## config.mk

```make
export PLATFORM = sky130hd
export DESIGN_NAME = key_event_decoder
export DESIGN_NICKNAME = d
export VERILOG_FILES = /design/src/rtl/key_pkg.sv /design/src/rtl/key_release_det.sv /design/src/rtl/key_event_decoder.sv
export SDC_FILE = /design/constraint.sdc
export NUM_CORES = 1
export LEC_CHECK = 0
export ABC_AREA = 1
export ABC_CLOCK_PERIOD_IN_PS = 2550
export CAP_MARGIN = 20
export CORE_ASPECT_RATIO = 1.25
export CORE_UTILIZATION = 57
export DETAILED_ROUTE_END_ITERATION = 10
export GPL_ROUTABILITY_DRIVEN = 0
export PLACE_DENSITY = 0.77
export SKIP_CTS_REPAIR_TIMING = 1
export SYNTH_ARGS = -nofsm -noshare
export SYNTH_HDL_FRONTEND = slang
export SYNTH_HIERARCHICAL = 1
export SYNTH_SLANG_ARGS = --single-unit
```

## constraint.sdc

```tcl
create_clock -name sys_clock -period 2.55 [get_ports sys_clock]
set_input_delay 0.765 -clock sys_clock [delete_from_list [all_inputs] [get_ports sys_clock]]
set_output_delay 0.765 -clock sys_clock [all_outputs]
set_load 0.03 [all_outputs]
```

## src/rtl/key_pkg.sv

```systemverilog
// rtl/key_pkg.sv - shared types and constants for the key event decoder
package key_pkg;

  localparam int CNT_W = 27;

  localparam logic [CNT_W-1:0] LONG_MAX_DEFAULT = 27'd99_999_999;
  localparam logic [CNT_W-1:0] GAP_MAX_DEFAULT  = 27'd14_999_999;
  localparam logic [CNT_W-1:0] REL_MAX_DEFAULT  = 27'd999_999;

  typedef enum logic [2:0] {
    IDLE   = 3'd0,
    PRESS1 = 3'd1,
    HOLD   = 3'd2,
    GAP    = 3'd3,
    PRESS2 = 3'd4
  } state_t;

  // Counters stick at all-ones rather than wrapping back into a valid count.
  function automatic logic [CNT_W-1:0] sat_inc(input logic [CNT_W-1:0] v);
    return (v == {CNT_W{1'b1}}) ? v : v + CNT_W'(1);
  endfunction

endpackage

```

## src/rtl/key_release_det.sv

```systemverilog
// rtl/key_release_det.sv - counts consecutive released cycles and confirms a release
module key_release_det
  import key_pkg::*;
#(
  parameter logic [CNT_W-1:0] REL_MAX = REL_MAX_DEFAULT
) (
  input  logic i_clk,
  input  logic i_rst,
  input  logic i_active,
  input  logic i_clear,
  input  logic i_key_in,
  output logic o_release_ok
);

  localparam logic [CNT_W-1:0] REL_LAST = REL_MAX - CNT_W'(1);

  logic [CNT_W-1:0] r_rel;

  always_ff @(posedge i_clk) begin
    if (i_rst) begin
      r_rel <= '0;
    end else if (i_clear || !i_key_in || !i_active) begin
      r_rel <= '0;
    end else begin
      r_rel <= sat_inc(r_rel);
    end
  end

  assign o_release_ok = i_active && i_key_in && (r_rel == REL_LAST);

endmodule

```

## src/rtl/key_event_decoder.sv

```systemverilog
// rtl/key_event_decoder.sv - classifies confirmed presses into short, double and long events
module key_event_decoder
  import key_pkg::*;
#(
  parameter logic [CNT_W-1:0] LONG_MAX = LONG_MAX_DEFAULT,
  parameter logic [CNT_W-1:0] GAP_MAX  = GAP_MAX_DEFAULT,
  parameter logic [CNT_W-1:0] REL_MAX  = REL_MAX_DEFAULT
) (
  input  logic sys_clock,
  input  logic sys_rst,
  input  logic key_in,
  input  logic key_flag,
  output logic short_flag,
  output logic double_flag,
  output logic long_flag
);

  localparam logic [CNT_W-1:0] LONG_LAST = LONG_MAX - CNT_W'(1);
  localparam logic [CNT_W-1:0] GAP_LAST  = GAP_MAX - CNT_W'(1);

  state_t           r_state;
  state_t           w_next;
  logic [CNT_W-1:0] r_cnt;
  logic [CNT_W-1:0] w_cnt_next;
  logic             r_short;
  logic             r_double;
  logic             r_long;
  logic             w_short;
  logic             w_double;
  logic             w_long;
  logic             w_active;
  logic             w_clear;
  logic             w_release_ok;

  assign w_active = (r_state == PRESS1) || (r_state == HOLD) || (r_state == PRESS2);
  assign w_clear  = (w_next != r_state);

  key_release_det #(
    .REL_MAX (REL_MAX)
  ) u_release_det (
    .i_clk        (sys_clock),
    .i_rst        (sys_rst),
    .i_active     (w_active),
    .i_clear      (w_clear),
    .i_key_in     (key_in),
    .o_release_ok (w_release_ok)
  );

  always_ff @(posedge sys_clock) begin
    if (sys_rst) begin
      r_state  <= IDLE;
      r_cnt    <= '0;
      r_short  <= 1'b0;
      r_double <= 1'b0;
      r_long   <= 1'b0;
    end else begin
      r_state  <= w_next;
      r_cnt    <= w_cnt_next;
      r_short  <= w_short;
      r_double <= w_double;
      r_long   <= w_long;
    end
  end

  always_comb begin
    w_next     = r_state;
    w_cnt_next = r_cnt;
    w_short    = 1'b0;
    w_double   = 1'b0;
    w_long     = 1'b0;
    case (r_state)
      IDLE: begin
        if (key_flag) begin
          w_next     = PRESS1;
          w_cnt_next = '0;
        end
      end
      PRESS1: begin
        // Long wins: a release confirming on the same edge is ignored.
        if (!key_in && (r_cnt == LONG_LAST)) begin
          w_long = 1'b1;
          w_next = HOLD;
        end else if (w_release_ok) begin
          w_next     = GAP;
          w_cnt_next = '0;
        end else if (!key_in) begin
          w_cnt_next = sat_inc(r_cnt);
        end
      end
      HOLD: begin
        if (w_release_ok) begin
          w_next = IDLE;
        end
      end
      GAP: begin
        if (key_flag) begin
          w_next = PRESS2;
        end else if (r_cnt == GAP_LAST) begin
          w_short = 1'b1;
          w_next  = IDLE;
        end else begin
          w_cnt_next = sat_inc(r_cnt);
        end
      end
      PRESS2: begin
        if (w_release_ok) begin
          w_double = 1'b1;
          w_next   = IDLE;
        end
      end
      default: begin
        w_next = IDLE;
      end
    endcase
  end

  assign short_flag  = r_short;
  assign double_flag = r_double;
  assign long_flag   = r_long;

endmodule

```

# == Word level (Yosys, flattened, before mapping) ==
# Cells that the tools add are included.
# totals
output_inout_bits,3
register_bits,60
# op_classes
n_eq_ne,15
n_bitwise,3
n_reduce_logical,17
n_mux,18
addsub,2
# ops
cell,count
2-to-1 mux 27 bit,7
equality test 27 bit (second input constant),3
one-hot mux 27 bit (3 select lines),1
adder 27 x 1 -> 27 bit (second input constant),2
equality test 27 x 20 -> 1 bit (second input constant),1
equality test 27 x 24 -> 1 bit (second input constant),1
2-to-1 mux 3 bit,6
one-hot mux 3 bit (4 select lines),1
inequality test 2 bit (second input constant),4
OR reduction 2 bit,4
equality test 3 x 2 -> 1 bit (second input constant),2
AND reduction 6 bit,1
logical OR 1 bit,4
equality test 3 x 1 -> 1 bit (second input constant),1
equality test 3 bit (second input constant),1
logical AND 1 bit,3
zero test 3 bit,1
2-to-1 mux 1 bit,3
inequality test 3 x 2 -> 1 bit (second input constant),1
inequality test 3 bit,1
NOT 1 bit,3
nonzero test 3 bit,1
OR reduction 3 bit,1
zero test 1 bit,2

# == Logic depth before layout (Yosys ltp) ==
# logic_depth
ltp_word,12
depth_mapped,22
depth_no_buf,20

# == Modules after synthesis ==
# The synthesis kept the hierarchy.
# by_module_without_submodules
module,seq_area_each_um2,instances,area_per_inst_um2,cells_per_inst
key_event_decoder,660.6,1,2487.4,418
key_release_det,540.5,1,1640.3,266

# == Least setup slack after synthesis ==
# No wires, ideal clock.
# synth_timing
kind,reg2reg
start,register r_state[2]
end,register u_release_det.r_rel[12]
stages_incl_launch_ff,20
path_slack_ns,-0.223
required_time_ns,2.420
t_arrival_ns,2.643
cell_sequence,dfxtp_1 -> inv_2 -> nand2_2 -> nor2_1 -> clkbuf_1 -> inv_1 -> nand2_1 -> nand2_1 -> nor3_1 -> nand3_1 -> nor2_1 -> inv_1 -> clkbuf_1 -> a21oi_1 -> o21bai_1 -> nand3_1 -> nor3_1 -> inv_1 -> buf_1 -> nor2_1
# synth_via
elab_chain_cells,12
elab_cells_between_ends,22
classes_between,5 x eq/ne; 7 x mux; 10 x reduce/logical
# synth_lines
element,line_no,text
start: declaration,key_event_decoder.sv:21,state_t r_state;
start signal: assignment,key_event_decoder.sv:57,r_state <= w_next;
equality test 3 x 1 -> 1 bit or equality test 3 x 2 -> 1 bit (tied branches),key_event_decoder.sv:35,assign w_active = (r_state == PRESS1) || (r_state == HOLD) || (r_state == PRESS2);
logical OR 1 bit,key_event_decoder.sv:35,
logical OR 1 bit *,key_event_decoder.sv:35,
via w_active,key_event_decoder.sv:31,logic w_active;
logical AND 1 bit * (2 in a row),key_release_det.sv:29,assign o_release_ok = i_active && i_key_in && (r_rel == REL_LAST);
via w_release_ok,key_event_decoder.sv:33,logic w_release_ok;
2-to-1 mux 3 bit,key_event_decoder.sv:83,end else if (w_release_ok) begin
2-to-1 mux 3 bit,key_event_decoder.sv:80,if (!key_in && (r_cnt == LONG_LAST)) begin
one-hot mux 3 bit (4 select lines) *,key_event_decoder.sv:71,case (r_state)
inequality test 3 bit *,key_event_decoder.sv:36,assign w_clear = (w_next != r_state);
via w_clear,key_event_decoder.sv:32,logic w_clear;
logical OR 1 bit * (2 in a row),key_release_det.sv:22,end else if (i_clear || !i_key_in || !i_active) begin
OR reduction 2 bit (no source line) *,--,
end signal: assignment,key_release_det.sv:25,r_rel <= sat_inc(r_rel);
end: declaration,key_release_det.sv:17,logic [CNT_W-1:0] r_rel;
# Mark *: on every way through the listed nets, which the timed path passes. The rest lies on a longest branch.
# A chain may end at the register's enable or synchronous reset.

# == Final worst setup path ==
# layout_timing
start,register r_state[1]
end,register r_cnt[19]
# layout_via
elab_chain_cells,8
elab_cells_between_ends,19
classes_between,9 x eq/ne; 3 x mux; 7 x reduce/logical
# layout_lines
element,line_no,text
equality test 3 x 1 -> 1 bit or equality test 3 x 2 -> 1 bit (tied branches),key_event_decoder.sv:35,
logical OR 1 bit,key_event_decoder.sv:35,
logical OR 1 bit *,key_event_decoder.sv:35,
via w_active,key_event_decoder.sv:31,
logical AND 1 bit * (2 in a row),key_release_det.sv:29,
via w_release_ok,key_event_decoder.sv:33,
2-to-1 mux 27 bit,key_event_decoder.sv:83,
2-to-1 mux 27 bit,key_event_decoder.sv:80,
one-hot mux 27 bit (3 select lines),key_event_decoder.sv:71,
end signal: assignment,key_event_decoder.sv:58,r_cnt <= w_cnt_next;
end: declaration,key_event_decoder.sv:23,logic [CNT_W-1:0] r_cnt;
# Mark *: on every way through the listed nets, which the timed path passes. The rest lies on a longest branch. The select of a mux whose other input is x is not followed.

==> flow_summary.ini <==
[cts]
tritoncts.num_buffers = 9
htree_levels = 3
clk-insertion-delay-late_ns = 0.35
clock_path_buffers = 2
clk_transition_reported_paths_ns = 0.07
ctsRootBufferMaster = clkbuf_8
clkSinkCount = 60
tritoncts = built

[sta]
timing.final.max_slew_violations = 0
final-setup-viol-count = 5
finalHoldViolations = 0
maxSlewHeadroom = 0.638
fin_setup_tns_ns = -0.0398
post-route-worst-setup-slack_ns = -0.0171
max_freq_ghz = 0.390
max_slew.worst_pin.slew_ns = 0.538
worst_hold_slack_ns = 0.505
rsz_0062_raised_after_global_routing = yes
fin_crit_ns = 2.57
clock-skew-final_ns = 0.00785
post-route-period-util = 1.01

[synth]
synth-seq-cells = 60
synth_mux_area_frac = 0
yosys.area_share.xor_xnor = 0.0276
netlist_area_sq_um = 4130
dominantRegCellSynth = dfxtp_1
synth.distinct_cells = 35
number_of_synthesized_flops_with_an_enable_pin = 0
post_synthesis_async_set_or_reset_flop_share = 0
synth_compound_area_frac = 0.0664
ys_seq_area_frac = 0.291
synth_top_family_by_area = simple AND/OR/NAND/NOR gates
post_synth_inst_count = 684
synth_net_count = 692
avgSynthCellArea_sq_um = 6.03
post_synth_and_or_nand_nor_area_fraction = 0.493
ys_warns = 6
synth_fa_ha_area_frac = 0.0121

[cells_and_area]
sequential_cell_area_sq_um = 1210
fin_nets = 724
most_frequent_standard_cell_in_the_layout_excluding_fill_and_tap_cells = nand2_1
layout_common_cells = 196 x nand2_1, 104 x nor2_1, 78 x inv_1
drive_above_1_share = 0.165
area.growth.synth_to_final_pct = 16.4
multi_input_gate_area_in_the_final_layout_sq_um = 2580
layout.filler_cells = 585
insertedDiodeCount = 0

[placement]
dpl_worst_slack_ns = -0.365
place.port_buffers = 6
detailedPlacementHpwl_mm = 8.45

[status]
status = finished with violations
violated_checks = setup timing

[setup_path]
crit_fanout = 7
timing.critical_path.required_ns = 2.80
timing.setup.critical_path_class = flip-flop to flip-flop
cp-startpoint = r_state[1]$_SDFF_PP0_
r2r-start = r_state[1]$_SDFF_PP0_
timing.critical_path.from_type = flip-flop
kind_of_end_point_of_the_critical_path = flip-flop
reg2regPathDepth = 19
critPathArrivalTime_ns = 2.81

[floorplanning]
die_width_um = 78.1
core_area_sq_um = 6980
die-area_sq_um = 7590
rows = 34
initial_utilization = 0.592
die_height_um = 97.1
io-pin-count = 7

[grt]
vias_in_the_first_global_route = 4287
grt_util_all_layers = 0.311
grt_antenna_before_repair = 0
largest_net_degree_at_the_start_of_global_routing = 29
global_route.overflow_total = 0
first_pass_grt_wire_length_mm = 18.8

[flow_run]
cap_violations = 0

[hold_path]
worstHoldPathCells = 2
min_from = u_release_det/r_rel[26]$_SDFFE_PP0P_
hold_path.class = flip-flop to flip-flop

[power]
ir_worst_vdd_v = 0.000285
power.density_cell_area_nw_per_um2 = 405
cellLeakagePower_nw = 1.87

[detailed_routing]
wl_per_cell_um = 14.9
drc_errors = 0
drt_first_iter_violations = 399
detailedRoute.firstPassIterationCount = 5
drt-vias-per-instance = 5.64
num_vias = 4576
drt.antenna.violating_nets = 0
routed_wire_length_mm = 12.1
## layout make-up
cell class,instances,area share
Inverter,89,0.0742
Multi-Input combinational cell,520,0.537
Tap cell,90,0.0234
Clock inverter,4,0.00521
Timing Repair Buffer,36,0.0781
Sequential cell,60,0.252
Clock buffer,12,0.0302
## report_power, final
group	total (mW)	switching, mW	internal, mW
clock	0.777	0.401	0.376
combinational	0.223	0.129	0.0935
sequential	0.948	0.00731	0.941
## final timing paths
path	to	slack, ns
max	r_cnt[19]$_SDFFE_PP0P_	-0.02
min	u_release_det/r_rel[26]$_SDFFE_PP0P_	0.50
max reg2reg	r_cnt[19]$_SDFFE_PP0P_	-0.02
min reg2reg	u_release_det/r_rel[26]$_SDFFE_PP0P_	0.50
## critical path, stage by stage (launching register included)
cell      delay (ns)
dfxtp_4         0.40
inv_2           0.07
nor2_2          0.17
a21boi_4        0.08
nand2_1         0.08
nand2_2         0.07
nor3_2          0.15
nand3_1         0.10
nor2_2          0.14
nor2_1          0.05
nand2_1         0.07
nand3_1         0.07
nor2_1          0.11
nand2_1         0.09
nor2_4          0.23
buf_12          0.19
nand2_8         0.09
nand2_8         0.09
buf_4           0.13
nor3_1          0.05
## through the flow
stage | power, mW | util | cell area [sq um] | std cells
after global routing | 2.01 | 0.689 | 4810 | 811
after detailed placement | 1.12 | 0.631 | 4400 | 789
final | 1.95 | 0.689 | 4810 | 811
after global placement | 1.12 | 0.631 | 4400 | 789
after CTS | 1.88 | 0.655 | 4570 | 805
after floorplan | 1.07 | - | 4130 | 684
## synth_stat cells, types with 5 or more instances
cell type    n  area share
a31oi_1      9       0.014
nor2_2      11       0.017
nor2_4       7       0.019
a21oi_1     24       0.029
inv_1       78       0.071
xor2_1       8       0.017
dfxtp_1     60        0.29
nand3_1     58       0.070
nor2_1     111        0.10
nand4_1     21       0.032
inv_2        9      0.0082
nand2_2     13       0.020
xnor2_1      5       0.011
nor4_1       8       0.012
nand2_1    201        0.18
o21ai_0     10       0.012
nor3_1      16       0.019
## state kept, by name (all words and copies together), names as in the netlist
register	flops
double_flag	1
r_state	3
r_cnt	27
long_flag	1
u_release_det/r_rel	27
short_flag	1
## layer usage
metal	share of wire	wire (um)	GRT usage
met1	0.37	4520	0.316
met3	0.050	601	0.0526
met5	0	0	0
met2	0.51	6140	0.559
met4	0.067	805	0.232
## kinds of logic (layout without fill, tap and decap cells)
logic type | after synthesis | after routing
fa+ha+maj | 4 | 4
flops | 60 | 60
xor+xnor | 13 | 13
compound gates | 49 | 49
buf+inv | 104 | 141
simple gates | 454 | 454
Power figures use the tool's default switching activity.
